`src/rtl/rbr_pkg.sv`:
```
`default_nettype none
// ============================================================================
// Package     : rbr_pkg
// Description : Redundant binary representation types shared by SO3S stages.
// Revision    : 1.0 - initial release
// ============================================================================
package rbr_pkg;

    // A digit in {-1,0,+1}: plus=1 is +1, minus=1 is -1, both 0 is zero.
    typedef struct packed {
        logic plus;
        logic minus;
    } signed_digit;

endpackage
`default_nettype wire

```
`src/rtl/so3s_select_stage.sv`:
```
`default_nettype none
// ============================================================================
// Module      : so3s_select_stage
// Description : Registered digit selection and residual correction stage
//               following each so3s_2D_stage; sequences the online delay.
// Revision    : 1.0 - initial release
// ============================================================================
module so3s_select_stage #(
    parameter int FULL_WIDTH = 15,
    parameter int IB_WIDTH   = 3,
    parameter int DELTA      = 3,
    parameter int N_DIGITS   = 12,
    parameter int CNT_W      = 5
) (
    input  logic                      clk,
    input  logic                      rst_n,
    input  logic                      start,
    input  logic                      in_valid,
    output logic                      in_ready,
    input  logic [3:0]                s,
    input  logic [FULL_WIDTH-1:0]     ws_in,
    input  logic [FULL_WIDTH-1:0]     wc_in,
    input  logic [6*FULL_WIDTH-1:0]   apd_in,
    output logic                      out_valid,
    input  logic                      out_ready,
    output logic [FULL_WIDTH-1:0]     ws_out,
    output logic [FULL_WIDTH-1:0]     wc_out,
    output logic [6*FULL_WIDTH-1:0]   apd_out,
    output rbr_pkg::signed_digit      d_out,
    output logic                      d_valid,
    output logic                      busy,
    output logic                      done
);

    typedef enum logic [1:0] {
        IDLE   = 2'd0,
        WARMUP = 2'd1,
        RUN    = 2'd2,
        DRAIN  = 2'd3
    } state_t;

    localparam int              c_low_w     = FULL_WIDTH - IB_WIDTH;
    localparam logic [CNT_W-1:0] c_warm_last = CNT_W'((DELTA > 0) ? DELTA - 1 : 0);
    localparam logic [CNT_W-1:0] c_run_last  = CNT_W'(N_DIGITS - 1);
    localparam logic [CNT_W-1:0] c_one       = CNT_W'(1);

    state_t                    r_state;
    logic [CNT_W-1:0]          r_count;
    logic                      r_out_valid;
    logic                      r_d_valid;
    rbr_pkg::signed_digit      r_d_out;
    logic [FULL_WIDTH-1:0]     r_ws_out;
    logic [FULL_WIDTH-1:0]     r_wc_out;
    logic [6*FULL_WIDTH-1:0]   r_apd_out;

    logic                      w_accepting;
    logic                      w_xfer;
    logic                      w_drain_empty;
    rbr_pkg::signed_digit      w_sel;
    logic [IB_WIDTH-1:0]       w_r;
    logic                      w_unused_int;

    assign w_accepting   = (r_state == WARMUP) || (r_state == RUN);
    assign in_ready      = w_accepting && (!r_out_valid || out_ready);
    assign w_xfer        = in_valid && in_ready;
    assign w_drain_empty = !r_out_valid || out_ready;

    // s >= 1 -> +1, s <= -2 -> -1, s in {-1,0} -> 0
    assign w_sel.plus  = !s[3] && (s != 4'd0);
    assign w_sel.minus = s[3] && (s != 4'hF);

    // Only the low IB_WIDTH bits of s - d survive, so compute them directly.
    assign w_r = s[IB_WIDTH-1:0] + IB_WIDTH'(w_sel.minus) - IB_WIDTH'(w_sel.plus);

    // Incoming integer fields arrive already stripped and are overwritten.
    assign w_unused_int = ^{ws_in[FULL_WIDTH-1 -: IB_WIDTH], wc_in[FULL_WIDTH-1 -: IB_WIDTH]};

    assign busy      = (r_state != IDLE);
    assign done      = (r_state == DRAIN) && w_drain_empty;
    assign out_valid = r_out_valid;
    assign d_valid   = r_d_valid;
    assign d_out     = r_d_out;
    assign ws_out    = r_ws_out;
    assign wc_out    = r_wc_out;
    assign apd_out   = r_apd_out;

    always_ff @(posedge clk or negedge rst_n) begin
        if (!rst_n) begin
            r_state     <= IDLE;
            r_count     <= '0;
            r_out_valid <= 1'b0;
            r_d_valid   <= 1'b0;
            r_d_out     <= '0;
            r_ws_out    <= '0;
            r_wc_out    <= '0;
            r_apd_out   <= '0;
        end else begin
            case (r_state)
                IDLE: begin
                    if (start) begin
                        r_count <= '0;
                        if (DELTA == 0) begin
                            r_state <= RUN;
                        end else begin
                            r_state <= WARMUP;
                        end
                    end
                end
                WARMUP: begin
                    if (w_xfer) begin
                        if (r_count == c_warm_last) begin
                            r_state <= RUN;
                            r_count <= '0;
                        end else begin
                            r_count <= r_count + c_one;
                        end
                    end
                end
                RUN: begin
                    if (w_xfer) begin
                        r_count <= r_count + c_one;
                        if (r_count == c_run_last) begin
                            r_state <= DRAIN;
                        end
                    end
                end
                DRAIN: begin
                    if (w_drain_empty) begin
                        r_state <= IDLE;
                    end
                end
                default: begin
                    r_state <= IDLE;
                end
            endcase

            if (w_xfer) begin
                r_out_valid <= 1'b1;
                r_d_valid   <= (r_state == RUN);
                r_d_out     <= (r_state == RUN) ? w_sel : '0;
                r_ws_out    <= {w_r, ws_in[c_low_w-1:0]};
                r_wc_out    <= {{IB_WIDTH{1'b0}}, wc_in[c_low_w-1:0]};
                r_apd_out   <= apd_in;
            end else if (out_ready) begin
                r_out_valid <= 1'b0;
                r_d_valid   <= 1'b0;
            end
        end
    end

endmodule
`default_nettype wire

```
`config.mk`:
```
export PLATFORM = sky130hd
export DESIGN_NAME = so3s_select_stage
export DESIGN_NICKNAME = d
export VERILOG_FILES = /design/src/rtl/rbr_pkg.sv /design/src/rtl/so3s_select_stage.sv
export SDC_FILE = /design/constraint.sdc
export NUM_CORES = 1
export LEC_CHECK = 0
export CAP_MARGIN = 20
export CORE_ASPECT_RATIO = 0.6
export CORE_MARGIN = 10
export CORE_UTILIZATION = 43
export CTS_CLUSTER_SIZE = 10
export DETAILED_ROUTE_END_ITERATION = 10
export GPL_TIMING_DRIVEN = 0
export PLACE_DENSITY = 0.85
export SLEW_MARGIN = 20
export SYNTH_ARGS = -nofsm -noshare
export SYNTH_HDL_FRONTEND = slang
export SYNTH_SLANG_ARGS = --single-unit
export TNS_END_PERCENT = 50
```
`constraint.sdc`:
```
create_clock -name clk -period 5.3 [get_ports clk]
set_input_delay 1.06 -clock clk [delete_from_list [all_inputs] [get_ports clk]]
set_output_delay 1.06 -clock clk [all_outputs]
set_load 0.005 [all_outputs]
```
# [Word level (Yosys, flattened, before mapping)]
# Index checks and enable logic that the tools add are counted.
[word_totals] regBits=128 latch_bits=0 ramBits=0 romBits=0 in_bits=129 output_inout_bits=127 word_cells=56 n_memories=0
[op_classes] add_sub_neg=3 multipliers=0 n_div=0 order_cmp=0 eq_ne=12 shift=0 muxes=16 n_bitwise=0 n_reduce_logical=16
[op_table] cell="two-way mux 5 bit" count=4
[op_table] cell="one-hot mux 5 bit (3 select lines)" count=1
[op_table] cell="two-way mux 2 bit" count=7
[op_table] cell="inequality test 2 bit, second input constant" count=4
[op_table] cell="one-hot mux 2 bit (4 select lines)" count=1
[op_table] cell="AND reduction 6 bit" count=1
[op_table] cell="adder 5 x 1 -> 5 bit, second input constant" count=1
[op_table] cell="equality test 5 x 2 -> 1 bit, second input constant" count=1
[op_table] cell="equality test 5 x 4 -> 1 bit, second input constant" count=1
[op_table] cell="logical AND 1 bit" count=5
[op_table] cell="equality test 2 bit, second input constant" count=2
[op_table] cell="inequality test 2 x 1 -> 1 bit, second input constant" count=2
[op_table] cell="inequality test 4 bit, second input constant" count=1
[op_table] cell="AND reduction 4 bit" count=1
[op_table] cell="nonzero test 2 bit" count=2
[op_table] cell="nonzero test 4 bit" count=1
[op_table] cell="adder 3 x 1 -> 3 bit" count=1
[op_table] cell="two-way mux 1 bit" count=3
[op_table] cell="nonzero test 3 bit" count=1
[op_table] cell="subtractor 3 x 1 -> 3 bit" count=1
[op_table] cell="equality test 2 x 1 -> 1 bit, second input constant" count=1
[op_table] cell="zero test 1 bit" count=2
[op_table] cell="zero test 2 bit" count=1
[op_table] cell="logical OR 1 bit" count=2

# [Logic depth before layout (Yosys ltp)]
# Gate-level depths: netlist of the first run.
[depth] depth_word=6 ltp_mapped=8

# [Worst setup path after synthesis of the first run]
# OpenSTA, ideal clock, no wires.
[synth_path] path_type="input to output" from="input out_ready" to="output done" arrival_time_ns=1.409 t_required_ns=4.240 slack_ns=2.831 path_stages=2 path_buffers=0 path_cell_list="nand2b_1 > and2_1"
[synth_between] elab_chain_len=2
[synth_rtl] item="from (decl)" line="so3s_select_stage.sv:25" rtl="input logic out_ready,"
[synth_rtl] item="logical OR 1 bit" line="so3s_select_stage.sv:66" rtl="assign w_drain_empty = !r_out_valid || out_ready;"
[synth_rtl] item="logical AND 1 bit" line="so3s_select_stage.sv:79" rtl="assign done = (r_state == DRAIN) && w_drain_empty;"
[synth_rtl] item="to (decl)" line="so3s_select_stage.sv:32" rtl="output logic done"
# No other way between the ends.

# [Worst setup path after layout of the first run]
[layout_path] from="input out_ready" to="output in_ready"
[layout_between] elab_chain_len=2
[layout_rtl] item="logical OR 1 bit" line="so3s_select_stage.sv:64" rtl="assign in_ready = w_accepting && (!r_out_valid || out_ready);"
[layout_rtl] item="logical AND 1 bit" line="so3s_select_stage.sv:64"
[layout_rtl] item="to (decl)" line="so3s_select_stage.sv:19" rtl="output logic in_ready,"
# No other way between the ends.

==> results.sh, run 1 <==
export IMPL_status="finished, final reports clean"
export IMPL_grt_setup_unrepaired="false"
export IMPL_instances_no_fill=1015
export IMPL_start_util_pct=44.7
export IMPL_cts_sinks=128
export IMPL_grt_pass1_vias=5366
export IMPL_dieArea_sq_um=16800
export IMPL_cts_tree="done"
export IMPL_grt_max_degree=67
export IMPL_path_max_fanout=6
export IMPL_fin_skew_ps=9.01
export IMPL_yosysSeqAreaShare_pct=62.4
export IMPL_cts_resized=0
export IMPL_synthArstFlopShare_pct=100
export IMPL_syn_inst=574
export IMPL_h_tree_depth=4
export IMPL_final_core_util_pct=73.1
export IMPL_grtUsageTotal_pct=22.0
export IMPL_clk_pin_slew_ps=60
export IMPL_cp_num_buf_inv=2
export IMPL_dpl_hpwl_mm=14.8
export IMPL_io_pins=256
export IMPL_synth_area_sq_um=5130
export IMPL_fin_ws_ps=1830
export IMPL_design_area_sq_um=8390
export IMPL_cpLargestDelayFamily="buffers and inverters"
export IMPL_clock_path_buffers=2
export IMPL_ant_nets=0
export IMPL_gr_total_overflow=0
export IMPL_yosys_register_bits=128
export IMPL_fin_hold_ws_ps=478
export IMPL_setup_viol=0
export IMPL_synth_edff_count=0
export IMPL_drc=0
export IMPL_cp_common_cell="clkdlybuf4s50_1"
export IMPL_core_sq_um=11500
export IMPL_mostFrequentLayoutCell="nand2_1"
export IMPL_placed_cell_area_sq_um=7830
export IMPL_fmax_ghz=0.289
export IMPL_fp_dieH_um=105
export IMPL_yosysTopAreaCellShare_pct=62.4
export IMPL_hold_violations=0
export IMPL_ys_top_cells_by_area="dfrtp_1 (62%), nand2_1 (26%), ha_1 (2.0%)"
export IMPL_antenna_found_initial=0
export IMPL_ir_drop_mv=0.321
export IMPL_gp_congestion=0.803
export IMPL_cap_violations=0
export IMPL_finalMaxSlewViolations=0
export IMPL_rows=30
export IMPL_synth_distinct_cells=32
export IMPL_fillers=825
export IMPL_portBuffers=246
export IMPL_num_vias=4895
export IMPL_viasPerCell=4.82
export IMPL_place_ws_ps=1840
export IMPL_ys_flop_type="dfrtp_1"
export IMPL_root_buffer="clkbuf_16"
export IMPL_finalNetCount=980
export IMPL_period_needed_ps=3470
export IMPL_diodes=0
export IMPL_leakage_nw=4.10
export IMPL_cp_required_ps=4240
export IMPL_die_w_um=161
export IMPL_ys_warn_count=0
export IMPL_critPathArrivalTime_ps=2410
export IMPL_start_kind="input pin"
export IMPL_endpoint_kind="primary output"
export IMPL_clk_latency_ps=400
export IMPL_avgRoutedWirePerCell_um=18.6
export IMPL_holdBufCountCts=0
export IMPL_drt_iter0_markers=242
export IMPL_grt_pass1_wl_mm=29.6
export IMPL_drive_gt1_share_pct=5.38
export IMPL_final_cell_mix="nand2_1 (354), clkdlybuf4s50_1 (245), dfrtp_1 (128)"
export IMPL_relSlewSlack_pct=55.8
export IMPL_area_growth_syn_to_layout_pct=63.6
export IMPL_postCtsSetupBuffers=0
export IMPL_drt_total_wl_mm=18.9
export IMPL_cp_slowest_cell="clkdlybuf4s50_1"
export IMPL_firstDrtPassIters=5
export IMPL_dp_cells=983
export IMPL_power_density_nw_per_um2=616
export IMPL_cts_made_buffers=17
export IMPL_syn_avg_cell_area_sq_um=8.94
export IMPL_post_route_period_util_pct=65.4
export IMPL_power_mw=5.17
export IMPL_hp_class="flip-flop to flip-flop"
export IMPL_yosysTopAreaCell="dfrtp_1"
export IMPL_path_class="input pin to primary output"
export IMPL_tightest_slew_ps=663
export IMPL_crit_chain="clkdlybuf4s50_1 -> nand2b_1 -> and2_1 -> clkdlybuf4s50_1"
export IMPL_setup_tns_ps=0
export IMPL_slowest_delay_ps=500
==> sequential cells by signal, indices dropped and copies added (netlist names) <==
| register | count |
|---|---|
| d_out | 2 |
| out_valid | 1 |
| apd_out | 90 |
| r_count | 5 |
| d_valid | 1 |
| wc_out | 12 |
| ws_out | 15 |
| r_state | 2 |
==> cells in the mapped netlist, types with 3 or more instances <==
library cell	count
nand3_1	3
nor2_1	9
nand2_1	354
ha_1	8
inv_1	8
clkbuf_1	22
o21ai_0	4
buf_2	4
buf_4	3
dfrtp_1	128
==> kinds of logic (layout without fill, tap and decap cells) <==
logic type | Yosys count | after routing | share of synthesized area (%)
AND/OR/NAND/NOR | 377 | 377 | 28.4
multiplexers | 4 | 4 | 0.829
XOR/XNOR | 2 | 2 | 0.342
AO/OA/AOI/OAI | 16 | 16 | 2.54
other | 1 | 3 | 0.0731
buffers and inverters | 37 | 316 | 3.02
flip-flops | 128 | 128 | 62.4
adder cells (fa/ha/maj) | 9 | 9 | 2.34
==> layout make-up <==
cell class / instances / area [sq um] / area share, %
clock buffer: 18 / 429 / 5.11
tap: 160 / 200 / 2.39
sequential: 128 / 3200 / 38.2
timing repair buffer: 247 / 2490 / 29.7
buffer: 29 / 125 / 1.49
multi-input combinational: 411 / 1780 / 21.2
clock inverter: 14 / 134 / 1.60
inverter: 8 / 30.0 / 0.358
==> worst min-delay path, stage by stage (launching register included) <==
cell and delay [ps]:
dfrtp_1 340, nand2_1 50, nand2_1 60
==> final timing paths <==
kind / from / endpoint / slack, ps / cells after the start
setup / recovery: out_ready / in_ready / 1830 / 4
hold / removal: apd_out[70] / apd_out[70] / 480 / 2
setup reg to reg: r_state[0] / apd_out[9] / 2860 / 7
hold reg to reg: apd_out[70] / apd_out[70] / 480 / 2
max in group asynchronous: rst_n / apd_out[48] / 3920 / 2
min in group asynchronous: rst_n / wc_out[9] / 620 / 1
==> per-layer routing <==
metal  up-vias  share of wire (%)  GRT usage (%)
met2       233                 48           36.8
met1      2343                 39           24.8
met3        20                 11           10.1
met4         0                1.3           6.40
met5         -                  0              0
li1       2299                  -              -
==> power breakdown <==
group	internal, mW	switching (mW)
Combinational	1.20	1.16
Clock	0.653	0.452
Sequential	1.45	0.260
Total	3.30	1.87
No activity file was read; power rests on OpenSTA's default activity.
==> run 2, diff against run 1 <==
--- a/config.mk
+++ b/config.mk
@@ -8,11 +8,11 @@
 export CAP_MARGIN = 20
 export CORE_ASPECT_RATIO = 0.6
 export CORE_MARGIN = 10
-export CORE_UTILIZATION = 43
+export CORE_UTILIZATION = 36
 export CTS_CLUSTER_SIZE = 10
 export DETAILED_ROUTE_END_ITERATION = 10
 export GPL_TIMING_DRIVEN = 0
-export PLACE_DENSITY = 0.85
+export PLACE_DENSITY = 0.76
 export SLEW_MARGIN = 20
 export SYNTH_ARGS = -nofsm -noshare
 export SYNTH_HDL_FRONTEND = slang
==> constraint.sdc (replaced) <==
create_clock -name clk -period 3.1 [get_ports clk]
set_input_delay 0.62 -clock clk [delete_from_list [all_inputs] [get_ports clk]]
set_output_delay 0.62 -clock clk [all_outputs]
set_load 0.005 [all_outputs]
==> run 2 against run 1 <==
Effect of this change:
- via count fell by 3.9%
- worst hold slack got worse by 360 ps
- final cell count rose by 3.2%
- wire length fell by 7.4%
- sequential power rose by 69%
- clock power rose by 87%
- combinational power rose by 68%
- largest cell class unchanged
- cell area rose by 1.2%
- critical path type unchanged
- non-clock buffer count did not move
- highest routed layer unchanged
- power rose by 73%
- die area rose by 16%
- clock skew rose by 4.3 ps
==> results.sh, run 2 (synthesis gave the netlist of run 1 again) <==
export IMPL_hp_class="input pin to asynchronous set/reset pin"
export IMPL_critPathLaunch="out_ready"
export IMPL_cts_made_buffers=17
export IMPL_viasPerCell=4.49
export IMPL_gr_total_overflow=0
export IMPL_grt_pass1_wl_mm=27.2
export IMPL_start_kind="input pin"
export IMPL_cts_sinks=128
export IMPL_clk_latency_ps=400
export IMPL_grtUsageTotal_pct=17.6
export IMPL_portBuffers=246
export IMPL_cap_violations=0
export IMPL_fp_dieH_um=112
export IMPL_leakage_nw=4.13
export IMPL_postCtsSetupBuffers=0
export IMPL_rr_endpoint="apd_out[64]"
export IMPL_crit_end="done"
export IMPL_start_util_pct=37.2
export IMPL_fin_skew_ps=13.3
export IMPL_cts_resized=0
export IMPL_timing_rr_start="r_state[1]"
export IMPL_dpl_hpwl_mm=13.5
export IMPL_avgRoutedWirePerCell_um=16.7
export IMPL_root_buffer="clkbuf_16"
export IMPL_power_density_nw_per_um2=1050
export IMPL_largest_register_ffs=90
export IMPL_post_route_period_util_pct=83.3
export IMPL_path_class="input pin to primary output"
export IMPL_hold_violations=0
export IMPL_grt_pass1_vias=4747
export IMPL_setup_viol=0
export IMPL_path_max_fanout=6
export IMPL_finalMaxSlewViolations=0
export IMPL_rows=33
export IMPL_tightest_slew_ps=804
export IMPL_ant_nets=0
export IMPL_num_vias=4706
export IMPL_clk_pin_slew_ps=60
export IMPL_holdBufCountCts=0
export IMPL_antenna_found_initial=0
export IMPL_fmax_ghz=0.387
export IMPL_area_growth_syn_to_layout_pct=65.6
export IMPL_status="finished, final reports clean"
export IMPL_final_core_util_pct=61.6
export IMPL_r2r_setup_slack_ps=580
export IMPL_firstDrtPassIters=7
export IMPL_grt_max_degree=80
export IMPL_endpoint_kind="primary output"
export IMPL_dieArea_sq_um=19600
export IMPL_drc=0
export IMPL_period_needed_ps=2580
export IMPL_mostFrequentLayoutCell="nand2_1"
export IMPL_ir_drop_mv=0.454
export IMPL_grt_setup_unrepaired="false"
export IMPL_reg2reg_depth=8
export IMPL_finalNetCount=980
export IMPL_drive_gt1_share_pct=5.26
export IMPL_final_cell_mix="nand2_1 (354), clkdlybuf4s50_1 (245), dfrtp_1 (128)"
export IMPL_critPathArrivalTime_ps=1960
export IMPL_cts_tree="done"
export IMPL_relSlewSlack_pct=46.4
export IMPL_gp_congestion=0.854
export IMPL_drt_total_wl_mm=17.5
export IMPL_io_pins=256
export IMPL_die_w_um=174
export IMPL_diodes=0
export IMPL_drt_iter0_markers=264
export IMPL_core_sq_um=13800
export IMPL_cp_required_ps=2480
export IMPL_fin_hold_ws_ps=117
export IMPL_clock_path_buffers=2
export IMPL_h_tree_depth=4
run 2: stage by stage:
step	setup WS [ps]	instance area [sq um]	cells	setup TNS (ps)	power (mW)
after floorplan	1110	5140	576	0	4.49
after global routing	355	8490	1047	0	9.62
after detailed placement	101	7870	1015	0	6.94
final	517	8490	1047	0	8.92
after CTS	493	8490	1047	0	9.07
after global placement	-3750	7840	1014	-477670	6.85
run 2: layout make-up:
type | count | area [sq um]
Buffer | 29 | 125
Clock buffer | 19 | 433
Clock inverter | 13 | 188
Fill cell | 1213 | 5300
Inverter | 8 | 30.0
Multi-Input combinational cell | 411 | 1780
Sequential cell | 128 | 3200
Tap cell | 192 | 240
Timing Repair Buffer | 247 | 2490
run 2: worst min-delay path by stage:
stage	start	endpoint	slack [ps]	cells past startpoint
detailed placement	ws_out[5]	ws_out[5]	460	2
finish	rst_n	wc_out[5]	120	1
CTS	rst_n	wc_out[5]	120	1
floorplan	rst_n	apd_out[0]	320	0
global route	rst_n	wc_out[5]	140	1
global placement	wc_out[7]	wc_out[7]	460	2
run 2: worst max-delay path, cell delays in order:
cell	delay (ps)
clkdlybuf4s50_1	470
nand2b_1	200
and2_1	160
clkdlybuf4s50_1	500
run 2: report_power, final:
part           switching (mW)  internal, mW
Sequential              0.416          2.47
Combinational            1.91          2.05
Clock                   0.727          1.35
Total                    3.05          5.87
run 2: metal layers:
layer	vias to the layer above	GRT usage, %	part of all wire [%]
met5	-	0	0
met4	0	3.86	0.49
met3	7	10.2	13
met2	207	25.6	42
met1	2193	22.1	45
li1	2299	-	-
